## src/rtl/wide_add_seq_pkg.sv

```systemverilog
// Shared definitions for the wide add/subtract sequencer: FSM encoding,
// slice width and the slice-index width rule.
package wide_add_seq_pkg;

  localparam int WADD_SLICE_W = 32;

  typedef enum logic [1:0] {
    IDLE = 2'd0,
    RUN  = 2'd1,
    DONE = 2'd2
  } state_t;

  // clog2(words) but never narrower than one bit, so WORDS=1 still has an index.
  function automatic int idx_width(input int words);
    return (words > 1) ? $clog2(words) : 1;
  endfunction

endpackage

```

## src/rtl/wide_add_seq_csa32.sv

```systemverilog
// csa32_nov: combinational 32-bit carry-select adder slice.
// Two 16-bit halves; the upper half is precomputed for both carry-in values.
module csa32_nov (
  input  logic [31:0] a,
  input  logic [31:0] b,
  input  logic        cin,
  output logic [31:0] sum,
  output logic        cout
);

  logic [16:0] lo;
  logic [16:0] hi0;
  logic [16:0] hi1;

  // Lower half ripples from cin; its carry selects the matching upper-half result.
  always_comb begin
    lo  = {1'b0, a[15:0]}  + {1'b0, b[15:0]}  + {16'd0, cin};
    hi0 = {1'b0, a[31:16]} + {1'b0, b[31:16]};
    hi1 = {1'b0, a[31:16]} + {1'b0, b[31:16]} + 17'd1;
    if (lo[16]) begin
      sum  = {hi1[15:0], lo[15:0]};
      cout = hi1[16];
    end else begin
      sum  = {hi0[15:0], lo[15:0]};
      cout = hi0[16];
    end
  end

endmodule

```

## src/rtl/wide_add_seq.sv

```systemverilog
// Multi-cycle W-bit add/subtract: one 32-bit slice per cycle, LSW first, carry chained
// through a register. Define WADD_SAT_EN to saturate out_sum on signed overflow.
module wide_add_seq
  import wide_add_seq_pkg::*;
#(
  parameter  int WORDS = 4,
  localparam int W     = WADD_SLICE_W * WORDS
) (
  input  logic         clk,
  input  logic         rst,
  input  logic         flush,
  input  logic         in_valid,
  output logic         in_ready,
  input  logic         in_sub,
  input  logic [W-1:0] in_a,
  input  logic [W-1:0] in_b,
  output logic         out_valid,
  input  logic         out_ready,
  output logic [W-1:0] out_sum,
  output logic         out_cout,
  output logic         out_ovf
);

  localparam int            IW       = idx_width(WORDS);
  localparam logic [IW-1:0] LAST_IDX = IW'(WORDS - 1);

  state_t                   state;
  logic [IW-1:0]            idx;
  logic                     carry;
  logic                     sub;
  logic [W-1:0]             a_q;
  logic [W-1:0]             b_q;
  logic [W-1:0]             sum;
  logic                     cout;
  logic                     ovf;
  logic                     valid;
  logic                     ready;

  logic [WADD_SLICE_W-1:0]  din1;
  logic [WADD_SLICE_W-1:0]  din2;
  logic                     cin;
  logic [WADD_SLICE_W-1:0]  slice_sum;
  logic                     slice_cout;
  logic                     last;
  logic                     ovf_next;
  logic [W-1:0]             sum_next;
  logic [W-1:0]             sum_final;

  csa32_nov u_csa (
    .a    (din1),
    .b    (din2),
    .cin  (cin),
    .sum  (slice_sum),
    .cout (slice_cout)
  );

  // Slice mux and next-sum assembly; overflow is judged on the top slice's MSB.
  always_comb begin
    din1      = a_q[int'(idx) * WADD_SLICE_W +: WADD_SLICE_W];
    din2      = b_q[int'(idx) * WADD_SLICE_W +: WADD_SLICE_W] ^ {WADD_SLICE_W{sub}};
    cin       = (idx == {IW{1'b0}}) ? sub : carry;
    last      = (idx == LAST_IDX);
    sum_next  = sum;
    sum_next[int'(idx) * WADD_SLICE_W +: WADD_SLICE_W] = slice_sum;
    ovf_next  = (a_q[W-1] == (b_q[W-1] ^ sub)) & (slice_sum[WADD_SLICE_W-1] != a_q[W-1]);
`ifdef WADD_SAT_EN
    if (ovf_next) begin
      sum_final = {a_q[W-1], {(W-1){~a_q[W-1]}}};
    end else begin
      sum_final = sum_next;
    end
`else
    sum_final = sum_next;
`endif
  end

  // Sequencer FSM with registered handshake flags and result registers.
  always_ff @(posedge clk or posedge rst) begin
    if (rst) begin
      state <= IDLE;
      idx   <= {IW{1'b0}};
      carry <= 1'b0;
      sub   <= 1'b0;
      a_q   <= {W{1'b0}};
      b_q   <= {W{1'b0}};
      sum   <= {W{1'b0}};
      cout  <= 1'b0;
      ovf   <= 1'b0;
      valid <= 1'b0;
      ready <= 1'b1;
    end else if (flush) begin
      state <= IDLE;
      idx   <= {IW{1'b0}};
      carry <= 1'b0;
      sum   <= {W{1'b0}};
      cout  <= 1'b0;
      ovf   <= 1'b0;
      valid <= 1'b0;
      ready <= 1'b1;
    end else begin
      case (state)
        IDLE: begin
          if (in_valid) begin
            a_q   <= in_a;
            b_q   <= in_b;
            sub   <= in_sub;
            idx   <= {IW{1'b0}};
            ready <= 1'b0;
            state <= RUN;
          end else begin
            ready <= 1'b1;
          end
        end
        RUN: begin
          carry <= slice_cout;
          if (last) begin
            sum   <= sum_final;
            cout  <= slice_cout;
            ovf   <= ovf_next;
            idx   <= {IW{1'b0}};
            valid <= 1'b1;
            state <= DONE;
          end else begin
            sum   <= sum_next;
            idx   <= idx + IW'(1);
          end
        end
        DONE: begin
          if (out_ready) begin
            valid <= 1'b0;
            ready <= 1'b1;
            state <= IDLE;
          end else begin
            valid <= 1'b1;
          end
        end
        default: begin
          valid <= 1'b0;
          ready <= 1'b1;
          state <= IDLE;
        end
      endcase
    end
  end

  assign in_ready  = ready;
  assign out_valid = valid;
  assign out_sum   = sum;
  assign out_cout  = cout;
  assign out_ovf   = ovf;

endmodule

```

## config.mk

```make
export PLATFORM = sky130hd
export DESIGN_NAME = wide_add_seq
export DESIGN_NICKNAME = d
export VERILOG_FILES = /design/src/rtl/wide_add_seq_pkg.sv /design/src/rtl/wide_add_seq_csa32.sv /design/src/rtl/wide_add_seq.sv
export SDC_FILE = /design/constraint.sdc
export NUM_CORES = 1
export LEC_CHECK = 0
export CAP_MARGIN = 0
export CORE_MARGIN = 2
export CORE_UTILIZATION = 35
export CTS_CLUSTER_SIZE = 14
export DETAILED_ROUTE_END_ITERATION = 6
export SLEW_MARGIN = 25
export SYNTH_ARGS = -nofsm -noshare
export SYNTH_HDL_FRONTEND = slang
export SYNTH_SLANG_ARGS = --single-unit
export TNS_END_PERCENT = 5
```

## constraint.sdc

```tcl
create_clock -name clk -period 11.9 [get_ports clk]
set_input_delay 1.19 -clock clk [delete_from_list [all_inputs] [get_ports clk]]
set_output_delay 1.19 -clock clk [all_outputs]
set_load 0.02 [all_outputs]
```

# Yosys cells after proc, flatten, opt, wreduce, memory -nomap -nowiden
# Cells that the tools add are included.
op_classes:
  n_reduce_logical: 11
  bitwise: 4
  n_eq_ne: 10
  addsub: 6
  n_shift: 4
  mux: 31
op_table:
  columns: ["cell", "n"]
  rows:
  - ["two-way mux 128 bit", 2]
  - ["variable part select 128 x 8 -> 32 bit", 2]
  - ["bitwise mux 128 bit", 1]
  - ["variable shift 32 x 33 -> 128 bit (first input constant)", 1]
  - ["variable part select 32 x 33 -> 128 bit", 1]
  - ["adder 16 x 16 -> 17 bit", 2]
  - ["negation 7 -> 33 bit", 1]
  - ["two-way mux 32 bit", 1]
  - ["bitwise XOR 32 bit", 1]
  - ["adder 17 x 1 -> 17 bit", 1]
  - ["adder 17 x 1 -> 17 bit (second input constant)", 1]
  - ["two-way mux 1 bit", 16]
  - ["two-way mux 2 bit", 7]
  - ["inequality test 3 bit (second input constant)", 3]
  - ["AND reduction 2 bit", 4]
  - ["case mux 1 bit (3 select lines)", 2]
  - ["case mux 2 bit (3 select lines)", 1]
  - ["AND reduction 3 bit", 2]
  - ["== test 2 bit (second input constant)", 2]
  - ["zero test 2 bit", 2]
  - ["inequality test 2 bit (second input constant)", 2]
  - ["case mux 2 bit (2 select lines)", 1]
  - ["nonzero test 2 bit", 2]
  - ["nonzero test 3 bit", 1]
  - ["other kinds (7)", 7]
word_totals:
  inputBits: 262
  output_inout_bits: 132
  register_bits: 394
  word_cells: 77

# Logic depth before layout (Yosys ltp)
# Gate-level depths: netlist of the first run.
depth:
  depth_word: 10
  ltp_mapped: 17
  ltp_nobuf: 15

# Cells and area by module
# A second synthesis of the first run with hierarchy kept.
hier_totals:
  hier_cells: 1287
  hier_area_um2: 18614.1
by_module_without_submodules:
  columns: ["module", "cells_each", "area_per_inst_um2", "seq_area_each_um2", "n_inst"]
  rows:
  - ["wide_add_seq", 1050, 16844.9, 9860.7, 1]
  - ["csa32_nov", 237, 1769.2, 0.0, 1]

# Least setup slack after synthesis of the first run
# OpenSTA, ideal clock, no wires.
synth_timing:
  path_type: "reg2reg"
  from: "reg idx[0]"
  to: "reg cout, in the netlist out_cout"
  synth_period_minus_slack_ns: 4.704
  n_path_buf: 4
  setup_time_ns: 0.069
  required_time_ns: 11.831
  slack_ns: 7.196
  arrival_time_ns: 4.636
  stages_incl_launch_ff: 16
  cell_sequence: "dfrtp_1 -> clkbuf_1 -> buf_1 -> buf_1 -> mux4_2 -> ha_1 -> buf_6 -> and3_1 -> and2_4 -> a2111oi_4 -> nor2_1 -> o311ai_2 -> nor2b_1 -> nand4_2 -> or4_1 -> nand3_1"
synth_via:
  elab_chain_len: 8
  elab_cells_between_ends: 16
  classes_between: "4 x add/sub; 1 x eq/ne; 2 x shift; 5 x mux; 1 x bitwise; 3 x reduce/logical"
synth_lines:
  columns: ["element", "line", "source"]
  rows:
  - ["from (decl)", "wide_add_seq.sv:28", "logic [IW-1:0] idx;"]
  - ["from (signal assigned)", "wide_add_seq.sv:81", "idx <= {IW{1'b0}};"]
  - ["from (signal assigned)", "wide_add_seq.sv:93", "idx <= {IW{1'b0}};"]
  - ["from (signal assigned)", "wide_add_seq.sv:107", "idx <= {IW{1'b0}};"]
  - ["variable part select 128 x 8 -> 32 bit", "wide_add_seq.sv:60", "din2 = b_q[int'(idx) * WADD_SLICE_W +: WADD_SLICE_W] ^ {WADD_SLICE_W{sub}};"]
  - ["bitwise XOR 32 bit", "wide_add_seq.sv:60", null]
  - ["adder 16 x 16 -> 17 bit, on equally long branches", "wide_add_seq_csa32.sv:18, wide_add_seq_csa32.sv:19, wide_add_seq_csa32.sv:17", null]
  - ["adder 17 x 1 -> 17 bit, on equally long branches", "wide_add_seq_csa32.sv:19, wide_add_seq_csa32.sv:17", null]
  - ["two-way mux 1 bit", "wide_add_seq_csa32.sv:20", "if (lo[16]) begin"]
  - ["two-way mux 1 bit", "wide_add_seq.sv:116", "if (last) begin"]
  - ["two-way mux 1 bit", "wide_add_seq.sv:101", "case (state)"]
  - ["two-way mux 1 bit", "wide_add_seq.sv:91", "end else if (flush) begin"]
  - ["to (signal assigned)", "wide_add_seq.sv:118", "cout <= slice_cout;"]
  - ["to (decl)", "wide_add_seq.sv:34", "logic cout;"]
# Parallel ways exist; a longest one is shown, timed or not. The select of a mux whose other input is x is not followed.
# A chain may end at the register's enable or synchronous reset.

# Final worst setup path of the first run
layout_timing:
  from: "reg idx[0]"
  to: "reg sum[63], in the netlist out_sum[63]"
layout_via:
  elab_chain_len: 9
  elab_cells_between_ends: 16
  classes_between: "5 x add/sub; 4 x shift; 5 x mux; 1 x bitwise; 1 x reduce/logical"
layout_lines:
  columns: ["element", "line", "source"]
  rows:
  - ["variable part select 128 x 8 -> 32 bit", "wide_add_seq.sv:60", null]
  - ["bitwise XOR 32 bit", "wide_add_seq.sv:60", null]
  - ["adder 16 x 16 -> 17 bit, on equally long branches", "wide_add_seq_csa32.sv:17, wide_add_seq_csa32.sv:18, wide_add_seq_csa32.sv:19", null]
  - ["adder 17 x 1 -> 17 bit, on equally long branches", "wide_add_seq_csa32.sv:17, wide_add_seq_csa32.sv:19", null]
  - ["two-way mux 32 bit", "wide_add_seq_csa32.sv:20", null]
  - ["variable part select 32 x 33 -> 128 bit", "wide_add_seq.sv:64", "sum_next[int'(idx) * WADD_SLICE_W +: WADD_SLICE_W] = slice_sum;"]
  - ["bitwise mux 128 bit *", "wide_add_seq.sv:64", null]
  - ["two-way mux 128 bit *", "wide_add_seq.sv:101", null]
  - ["two-way mux 128 bit *", "wide_add_seq.sv:91", null]
  - ["to (signal assigned)", "wide_add_seq.sv:86", "sum <= {W{1'b0}};"]
  - ["to (signal assigned)", "wide_add_seq.sv:95", "sum <= {W{1'b0}};"]
  - ["to (signal assigned)", "wide_add_seq.sv:117", "sum <= sum_final;"]
  - ["to (decl)", "wide_add_seq.sv:33", "logic [W-1:0] sum;"]
# Mark *: on every way between the ends. The rest lies on a longest branch, timed or not. The select of a mux whose other input is x is not followed.

==> impl_metrics.py, run 1 <==
metrics = {
    "global_route": {
        "groute.usage.overall_pct": 20.6,
        "pin_count_of_the_biggest_net_entering_global_routing": 174,
        "global_route_wire_length_before_repair_um": 82900,
        "antenna_found_initial": 7,
        "overflow": 0,
        "first_global_vias": 13300,
    },
    "placed_design": {
        "post-dp-hpwl_um": 41600,
        "detailed_place.area_sq_um": 23000,
        "placement.io_buffers": 393,
        "globalplace.congestion": 0.854,
    },
    "synth": {
        "synth.lib_cells_used.distinct": 68,
        "synth_largest_type_area_fraction_pct": 53.5,
        "yosys_most_used_dff": "sky130_fd_sc_hd__dfrtp_1",
        "async_flop_share_pct": 100,
        "syn_warnings": 0,
        "synth_commonest_cells": "sky130_fd_sc_hd__dfrtp_1, sky130_fd_sc_hd__mux2_2, sky130_fd_sc_hd__nand2_1",
        "synth_enable_flop_cells": 0,
        "synth.avg_cell_area_sq_um": 13.5,
        "syn-cell-area_sq_um": 18400,
        "netlist.top_cell.by_area": "sky130_fd_sc_hd__dfrtp_1",
        "synth_seq_area_share_pct": 53.6,
        "top_cells_by_area_synth": "sky130_fd_sc_hd__dfrtp_1, sky130_fd_sc_hd__mux2_2, sky130_fd_sc_hd__mux4_2",
        "syn-num-nets": 1668,
        "synth_most_common_cell": "sky130_fd_sc_hd__dfrtp_1",
        "ys_seq_elements": 394,
        "synth_cells": 1363,
    },
    "timing": {
        "slew_headroom_pct": 29.5,
        "rsz_0062_raised_after_global_routing": "no",
        "layout_worst_path_cycle_share_pct": 48.2,
        "fin_setup_tns_ps": 0,
        "final.min_clock_period_ps": 5740,
        "max_freq_mhz": 174,
        "final-hold-violation-count": 0,
        "drv_slew": 0,
        "timing_worst_slew_pin_value_ps": 1060,
        "setup_viol_count_final": 0,
        "finalClockSkew_ps": 26.1,
        "final.hold.worst_slack_ps": 481,
    },
    "drt": {
        "ant_nets": 0,
        "routed-via-count": 12700,
        "drt_iter0_drc": 566,
        "remaining_drcs": 0,
        "finalWirelength_um": 55800,
        "detail_route.first_pass.iterations": 6,
        "avgViaCountPerCell": 5.15,
        "wl_per_cell_um": 22.7,
    },
    "worst_setup_path": {
        "worstSetupEndpointType": "register",
        "timing.critical_path.from": "idx[0]",
        "timing.critical_path.to": "out_sum[63]",
        "timing.rr.end": "out_sum[63]",
        "worst-endpoint-required_ps": 12340,
        "worstSetupStartpointType": "register",
        "reg2reg_slack_ps": 6160,
        "cp_max_fo": 38,
        "regToRegStartpoint": "idx[0]",
        "timing_worst_setup_path_type": "reg2reg",
        "rr_worst_depth": 15,
        "worstPathArrival_ps": 6180,
    },
    "final_layout": {
        "fin_util_pct": 47.1,
        "layout.nets": 2042,
        "fraction_of_layout_instances_using_a_drive_strength_above_1_pct": 24.8,
        "flow.area_growth_from_synthesis_pct": 33.6,
        "finish.instance_area_sq_um": 24600,
    },
    "clock_network": {
        "postCtsSetupRepairBufs": 0,
        "cts_buffers": 45,
        "cts_resized": 0,
        "cts.sinks": 394,
        "cts.root.buffer_cell": "sky130_fd_sc_hd__clkbuf_16",
        "insertion_delay_ps": 590,
        "clk_path_buf_depth": 3,
        "clk_transition_reported_paths_ps": 60,
        "cts_tree": "built",
        "holdBufCountCts": 0,
        "htree_levels": 2,
    },
    "floorplan": {
        "design.core.area_sq_um": 52200,
        "die_footprint_sq_um": 54400,
        "ios": 394,
        "chipHeight_um": 233,
        "dieWidth_um": 233,
        "rows": 84,
        "floorplan.initialDensity_pct": 35.2,
    },
    "run": {
        "maxCapViolations": 0,
    },
    "pwr": {
        "p_leak_nw": 10.1,
        "max-vdd-ir-drop_v": 0.000282,
        "power_density_nw_per_um2": 294,
    },
    "hold_path": {
        "hold_path_class": "reg2reg",
    },
    "run_status": {
        "outcome": "finished clean",
    },
}
[stage by stage]
step	total power [mW]	worst slack, ps	std cells
detailed placement	5.87	6040	2376
CTS	7.28	5990	2459
global route	7.72	5610	2462
global placement	5.78	6110	2376
floorplan	4.66	5410	1363
finish	7.23	6160	2463
[final cells by class]
type / count / area, sq um
Fill cell: 4682 / 27700
Antenna cell: 2 / 5.00
Sequential cell: 394 / 9870
Inverter: 22 / 86.3
Clock inverter: 16 / 169
Timing Repair Buffer: 409 / 4120
Clock buffer: 67 / 1310
Tap cell: 688 / 861
Multi-Input combinational cell: 865 / 8170
[logic make-up (layout without fill, tap and decap cells)]
family,Yosys count,after routing,share of synthesized area (%)
DFF,394,394,53.6
muxes,327,327,23.9
AOI/OAI and AO/OA,223,223,8.40
and+or+nand+nor,204,204,5.64
buffers and inverters,104,514,2.18
xor gates and xnor gates,68,68,3.24
adders and majority gates,43,43,3.05
other,0,2,0
[worst max-delay path, cell delays in order, from the launching register on]
cell	delay (ps)
sky130_fd_sc_hd__dfrtp_4	910
sky130_fd_sc_hd__buf_4	730
sky130_fd_sc_hd__mux4_2	620
sky130_fd_sc_hd__xnor2_1	160
sky130_fd_sc_hd__fa_1	440
sky130_fd_sc_hd__inv_1	80
sky130_fd_sc_hd__fa_1	220
sky130_fd_sc_hd__a211oi_1	110
sky130_fd_sc_hd__o21ba_1	210
sky130_fd_sc_hd__or3_4	410
sky130_fd_sc_hd__a31oi_4	320
sky130_fd_sc_hd__nand4_1	290
sky130_fd_sc_hd__nor4_2	460
sky130_fd_sc_hd__nand3_2	160
sky130_fd_sc_hd__xor2_1	300
sky130_fd_sc_hd__o21ai_1	110
[cells in the final DEF (no fill, tap or decap), types with 8 or more instances in the layout]
cell type                           n
sky130_fd_sc_hd__clkdlybuf4s50_1  393
sky130_fd_sc_hd__dfrtp_1          390
sky130_fd_sc_hd__mux2_2           258
sky130_fd_sc_hd__nand2_1           87
sky130_fd_sc_hd__a22o_1            64
sky130_fd_sc_hd__mux4_2            64
sky130_fd_sc_hd__o21ai_0           62
sky130_fd_sc_hd__xor2_1            46
sky130_fd_sc_hd__clkbuf_16         45
sky130_fd_sc_hd__ha_1              40
sky130_fd_sc_hd__nor2_1            34
sky130_fd_sc_hd__a21oi_1           30
sky130_fd_sc_hd__xnor2_1           22
sky130_fd_sc_hd__inv_1             21
sky130_fd_sc_hd__o21ai_1           16
sky130_fd_sc_hd__nand3_1           16
sky130_fd_sc_hd__clkbuf_1          12
sky130_fd_sc_hd__buf_4             12
sky130_fd_sc_hd__nand2b_1          10
sky130_fd_sc_hd__clkbuf_8          10
sky130_fd_sc_hd__nor2b_1            8
[how the worst min path moves through the flow]
stage	start	to	slack, ps	depth (start not counted)
3_3_place_gp	out_sum[25]	out_sum[25]	460	2
5_1_grt	out_sum[18]	out_sum[18]	500	2
6_report	out_sum[115]	out_sum[115]	480	2
4_1_cts	out_sum[115]	out_sum[115]	480	2
3_5_place_dp	out_sum[115]	out_sum[115]	470	2
2_1_floorplan	carry	carry	440	2
[sequential cells by signal, indices dropped and copies added (netlist names)]
signal     count
a_q          128
idx            2
out_ovf        1
state          2
out_valid      1
carry          1
b_q          128
in_ready       1
sub            1
out_sum      128
out_cout       1
[per-layer routing]
layer / GRT usage (%) / share of wire [%] / up-vias
met5: 0 / 0.12 / -
met4: 8.58 / 4.0 / 10
met3: 4.98 / 6.2 / 104
met2: 35.2 / 50 / 353
li1: - / - / 5745
met1: 24.7 / 39 / 6475
[power breakdown]
| part | internal, mW | switching (mW) |
|---|---|---|
| Sequential | 1.75 | 0.229 |
| Clock | 0.809 | 0.575 |
| Combinational | 1.56 | 2.30 |
No activity file was read; power rests on OpenSTA's default activity.
==> run 2: changes to the inputs <==
Clock period 11.9 ns to 5.1 ns, I/O delays scaled along.
==> run 2 against run 1 <==
Compared with the run above: highest routed layer unchanged; clock power up 140%; worst setup slack worse by 5800 ps; total power rose by 140%; sequential power rose by 130%; largest cell class unchanged; fmax up 22%; largest power group unchanged; via count down 0.56%.
==> impl_metrics.py, run 2 (same netlist as run 1, synthesis figures left out) <==
metrics = {
    "final_layout": {
        "final_cell_mix": "sky130_fd_sc_hd__clkdlybuf4s50_1, sky130_fd_sc_hd__dfrtp_1, sky130_fd_sc_hd__mux2_2, sky130_fd_sc_hd__nand2_1",
        "flow.area_growth_from_synthesis_pct": 34.4,
        "finish.instance_area_sq_um": 24700,
        "fraction_of_layout_instances_using_a_drive_strength_above_1_pct": 25.4,
        "mostFrequentLayoutCell": "sky130_fd_sc_hd__clkdlybuf4s50_1",
        "layout.nets": 2051,
        "fin_util_pct": 47.3,
    },
    "placed_design": {
        "globalplace.congestion": 0.852,
        "detailed_place.area_sq_um": 23200,
        "post-dp-hpwl_um": 42500,
        "placement.io_buffers": 393,
        "preCtsSetupSlack_ps": 390,
    },
    "timing": {
        "final.hold.worst_slack_ps": 399,
        "final-hold-violation-count": 0,
        "layout_worst_path_cycle_share_pct": 92.4,
        "final.min_clock_period_ps": 4710,
        "slew_headroom_pct": 34.1,
        "rsz_0062_raised_after_global_routing": "no",
        "setup_viol_count_final": 0,
        "drv_slew": 0,
        "layout_setup_ws_ps": 388,
        "timing_worst_slew_pin_value_ps": 983,
        "max_freq_mhz": 212,
        "finalClockSkew_ps": 25.4,
    },
    "run": {
        "maxCapViolations": 0,
    },
    "pwr": {
        "p_leak_nw": 10.2,
        "max-vdd-ir-drop_v": 0.000496,
        "totalPowerFinal_mw": 17.1,
        "power_density_nw_per_um2": 693,
    },
    "worst_setup_path": {
        "worstPathArrival_ps": 5130,
        "timing.critical_path.from": "idx[0]",
        "reg2reg_slack_ps": 390,
        "worstSetupEndpointType": "register",
        "worstSetupStartpointType": "register",
        "timing_worst_setup_path_type": "reg2reg",
        "worst-endpoint-required_ps": 5520,
        "rr_worst_depth": 15,
        "regToRegStartpoint": "idx[0]",
        "cp_max_fo": 23,
        "timing.rr.end": "out_sum[63]",
    },
    "drt": {
        "remaining_drcs": 0,
        "routed-via-count": 12600,
        "finalWirelength_um": 56400,
        "ant_nets": 0,
        "avgViaCountPerCell": 5.11,
        "drt_iter0_drc": 739,
        "detail_route.first_pass.iterations": 4,
        "wl_per_cell_um": 22.8,
    },
    "global_route": {
        "pin_count_of_the_biggest_net_entering_global_routing": 133,
        "first_global_vias": 13100,
        "antenna_found_initial": 7,
        "global_route_wire_length_before_repair_um": 83300,
        "overflow": 0,
        "groute.usage.overall_pct": 20.7,
    },
    "clock_network": {
        "holdBufCountCts": 0,
        "insertion_delay_ps": 580,
        "cts.sinks": 394,
        "cts_buffers": 44,
        "clk_path_buf_depth": 3,
        "htree_levels": 2,
        "clk_transition_reported_paths_ps": 60,
        "cts_tree": "built",
        "postCtsSetupRepairBufs": 0,
        "cts.root.buffer_cell": "sky130_fd_sc_hd__clkbuf_16",
        "cts_resized": 0,
    },
    "floorplan": {
        "floorplan.initialDensity_pct": 35.2,
        "rows": 84,
        "die_footprint_sq_um": 54400,
        "chipHeight_um": 233,
        "ios": 394,
        "dieWidth_um": 233,
        "design.core.area_sq_um": 52200,
    },
    "run_status": {
        "outcome": "finished clean",
    },
    "hold_path": {
        "hold_path_class": "in2async",
    },
}
[run 2: cell types whose count changed in the layout (fill, tap and decap cells not counted), moves of 2 or more]
| cell | delta |
|---|---|
| sky130_fd_sc_hd__buf_12 | +5 |
| sky130_fd_sc_hd__buf_4 | +6 |
| sky130_fd_sc_hd__bufinv_16 | +2 |
| sky130_fd_sc_hd__clkbuf_1 | -6 |
| sky130_fd_sc_hd__clkbuf_8 | +2 |
[run 2: worst max-delay path by stage]
stage	endpoint	slack, ps	cells after the start
finish	out_sum[63]	390	15
CTS	out_sum[95]	370	15
floorplan	a_q[0]	-710	1
detailed placement	out_sum[95]	390	15
global placement	out_sum[95]	470	15
global route	out_sum[95]	20	15
[run 2: final cells by class]
type                            instances  area (sq um)
Clock buffer                           62          1290
Fill cell                            4708         27500
Antenna cell                            2          5.00
Timing Repair Buffer                  419          4240
Multi-Input combinational cell        865          8170
Sequential cell                       394          9870
Clock inverter                         18           220
Inverter                               22          86.3
Tap cell                              688           861
[run 2: report_power, final]
group / switching [mW] / internal [mW] / leakage (nW)
clock: 1.31 / 1.97 / 0.740
sequential: 0.547 / 4.09 / 4.89
combinational: 5.52 / 3.69 / 4.56
[run 2: routing by layer]
layer  up-vias  wire (um)  GRT usage [%]
met1      6415      23100           25.9
met4        10       1910           7.62
met5         -         56              0
li1       5756          -              -
met2       337      28300           35.2
met3        98       2940           4.33
[run 2: critical path, stage by stage, from the launching register on]
cell and delay [ps]:
sky130_fd_sc_hd__dfrtp_4 580, sky130_fd_sc_hd__buf_12 280, sky130_fd_sc_hd__mux4_2 550, sky130_fd_sc_hd__xor2_1 150, sky130_fd_sc_hd__ha_1 200, sky130_fd_sc_hd__inv_1 60, sky130_fd_sc_hd__fa_1 380, sky130_fd_sc_hd__nand2b_1 190
sky130_fd_sc_hd__a211oi_2 320, sky130_fd_sc_hd__or2_2 190, sky130_fd_sc_hd__xor2_1 300, sky130_fd_sc_hd__nand4_1 270, sky130_fd_sc_hd__nor4_2 460, sky130_fd_sc_hd__nand3_2 160, sky130_fd_sc_hd__xor2_1 320, sky130_fd_sc_hd__o21ai_1 110
[run 2: metrics by stage]
step | setup TNS [ps] | cells
finish | 0 | 2470
detailed placement | 0 | 2387
global route | 0 | 2470
floorplan | -279430 | 1363
CTS | 0 | 2467
global placement | 0 | 2387
==> run 3: changes to the inputs <==
Settings changed: CORE_MARGIN 2 to 10, CORE_UTILIZATION 35 to 46, GPL_TIMING_DRIVEN set to 0, PLACE_DENSITY set to 0.76.
==> run 3 against run 2 <==
Compared with the run above: via count rose by 4.4%; clock skew fell by 7.4 ps; sequential power fell by 1%; die area fell by 11%; worst setup slack got worse by 170 ps; total power fell by 0.19%; fmax fell by 3.6%; sequential share of layout area fell by 0.15 points; global-route usage rose by 3.0 points; clock-buffer cell count rose by 2; non-clock buffer count rose by 71; sequential cell count did not move.
==> impl_metrics.py, run 3 (same netlist as run 1, synthesis figures left out) <==
metrics = {
    "run_status": {
        "outcome": "finished clean",
    },
    "floorplan": {
        "design.core.area_sq_um": 39600,
        "ios": 394,
        "die_footprint_sq_um": 48400,
        "dieWidth_um": 220,
        "rows": 73,
        "chipHeight_um": 220,
        "floorplan.initialDensity_pct": 46.4,
    },
    "timing": {
        "layout_setup_ws_ps": 214,
        "setup_viol_count_final": 0,
        "final.min_clock_period_ps": 4890,
        "drv_slew": 0,
        "max_freq_mhz": 205,
        "rsz_0062_raised_after_global_routing": "yes",
        "finalClockSkew_ps": 18.0,
        "layout_worst_path_cycle_share_pct": 95.8,
        "timing_worst_slew_pin_value_ps": 984,
        "slew_headroom_pct": 34.4,
        "final-hold-violation-count": 0,
    },
    "final_layout": {
        "fraction_of_layout_instances_using_a_drive_strength_above_1_pct": 24.2,
        "filler_cell_count": 3092,
        "multiInputGateArea_sq_um": 8190,
        "layout.nets": 2120,
        "final_cell_mix": "sky130_fd_sc_hd__dfrtp_1, sky130_fd_sc_hd__clkdlybuf4s50_1, sky130_fd_sc_hd__mux2_2, sky130_fd_sc_hd__nand2_1, sky130_fd_sc_hd__clkbuf_1",
        "layout.cells.non_filler": 2372,
        "fin_util_pct": 62.6,
        "flow.area_growth_from_synthesis_pct": 34.8,
        "register_area_sq_um": 9860,
    },
    "clock_network": {
        "cts.sinks": 394,
        "clk_path_buf_depth": 3,
        "cts.root.buffer_cell": "sky130_fd_sc_hd__clkbuf_16",
        "clk_transition_reported_paths_ps": 60,
        "insertion_delay_ps": 580,
        "cts_buffers": 42,
        "cts_tree": "built",
        "htree_levels": 2,
    },
    "global_route": {
        "groute.usage.overall_pct": 23.7,
        "overflow": 0,
        "antenna_found_initial": 5,
        "first_global_vias": 14000,
        "global_route_wire_length_before_repair_um": 86200,
        "pin_count_of_the_biggest_net_entering_global_routing": 34,
    },
    "pwr": {
        "max-vdd-ir-drop_v": 0.000496,
        "p_leak_nw": 10.3,
        "power_density_nw_per_um2": 689,
    },
    "hold_path": {
        "hold_path_class": "in2async",
    },
    "worst_setup_path": {
        "worstSetupStartpointType": "register",
        "cp_max_fo": 11,
        "worst-endpoint-required_ps": 5530,
        "worstPathArrival_ps": 5320,
        "worstSetupEndpointType": "register",
        "timing_worst_setup_path_type": "reg2reg",
    },
    "drt": {
        "ant_nets": 0,
        "finalWirelength_um": 58000,
        "routed-via-count": 13200,
        "remaining_drcs": 0,
        "wl_per_cell_um": 24.5,
        "avgViaCountPerCell": 5.55,
        "drt_iter0_drc": 889,
        "detail_route.first_pass.iterations": 5,
    },
    "placed_design": {
        "preCtsSetupSlack_ps": -1080,
        "placement.io_buffers": 392,
        "placed_cells": 2296,
        "post-dp-hpwl_um": 46300,
        "globalplace.congestion": 0.895,
    },
    "run": {
        "maxCapViolations": 0,
    },
}
run 3: changes by cell type in the layout (fill, tap and decap cells not counted), moves of 3 or more:
| cell | previous run | this run |
|---|---|---|
| sky130_fd_sc_hd__clkbuf_1 | 6 | 71 |
| sky130_fd_sc_hd__a21oi_2 | 4 | 1 |
| sky130_fd_sc_hd__buf_4 | 18 | 3 |
| sky130_fd_sc_hd__a21oi_1 | 30 | 34 |
| sky130_fd_sc_hd__buf_12 | 7 | 12 |
| sky130_fd_sc_hd__clkbuf_2 | 0 | 4 |
| sky130_fd_sc_hd__buf_2 | 0 | 6 |
run 3: final timing paths:
kind / start / to / slack (ps) / cells past startpoint
max reg2reg: idx[0] / out_sum[95] / 210 / 16
max: idx[0] / out_sum[95] / 210 / 16
max in group asynchronous: rst / b_q[108] / 3600 / 6
min in group clk: out_sum[54] / out_sum[54] / 480 / 2
min reg2reg: out_sum[54] / out_sum[54] / 480 / 2
min: rst / a_q[39] / 290 / 2
run 3: layer usage:
metal	wire [um]	track usage, %
met5	44	0
met4	1650	8.10
met3	3890	4.88
met2	29100	40.0
met1	23300	29.9
run 3: final cells by class:
class / count / area share, %
Sequential cell: 394 / 39.8
Multi-Input combinational cell: 865 / 33.0
Antenna cell: 1 / 0.0101
Clock inverter: 11 / 0.525
Tap cell: 525 / 2.65
Clock buffer: 64 / 5.18
Inverter: 22 / 0.348
Buffer: 81 / 1.43
Timing Repair Buffer: 409 / 17.1
run 3: per-stage QoR:
step | area [sq um] | TNS (ps) | power, mW | hold WS (ps)
2_1_floorplan | 18400 | -279430 | 10.9 | 445
5_1_grt | 24800 | -142 | 18.1 | 305
3_3_place_gp | 23000 | -1263580 | 13.5 | 460
3_5_place_dp | 23300 | -44150 | 13.8 | 470
4_1_cts | 24800 | 0 | 17.1 | 262
6_report | 24800 | 0 | 17.1 | 290
run 3: repair_timing:
item | CTS | global route
buffers inserted | 0 | 1
hold buffers | 0 | 0
endpoints found under the setup margin | 95 | 20
pin swaps | 0 | 1
endpoints found under the hold margin | 0 | 0
gates resized for setup | 27 | 9
run 3: power by group:
| group | total [mW] | switching (mW) | internal (mW) |
|---|---|---|---|
| clock | 3.12 | 1.28 | 1.85 |
| sequential | 4.58 | 0.485 | 4.09 |
| combinational | 9.40 | 5.67 | 3.73 |
run 3: critical path, stage by stage (launching register included):
cell	delay [ps]
sky130_fd_sc_hd__dfrtp_2	480
sky130_fd_sc_hd__buf_2	260
sky130_fd_sc_hd__buf_6	200
sky130_fd_sc_hd__mux4_2	540
sky130_fd_sc_hd__xor2_1	230
sky130_fd_sc_hd__ha_1	240
sky130_fd_sc_hd__inv_1	60
sky130_fd_sc_hd__fa_1	400
sky130_fd_sc_hd__nand2b_1	210
sky130_fd_sc_hd__a211oi_4	300
sky130_fd_sc_hd__or2_2	180
sky130_fd_sc_hd__xor2_1	320
sky130_fd_sc_hd__nand4_1	290
sky130_fd_sc_hd__nor4_4	400
sky130_fd_sc_hd__nand3_2	210
sky130_fd_sc_hd__xor2_4	290
sky130_fd_sc_hd__o21ai_1	100
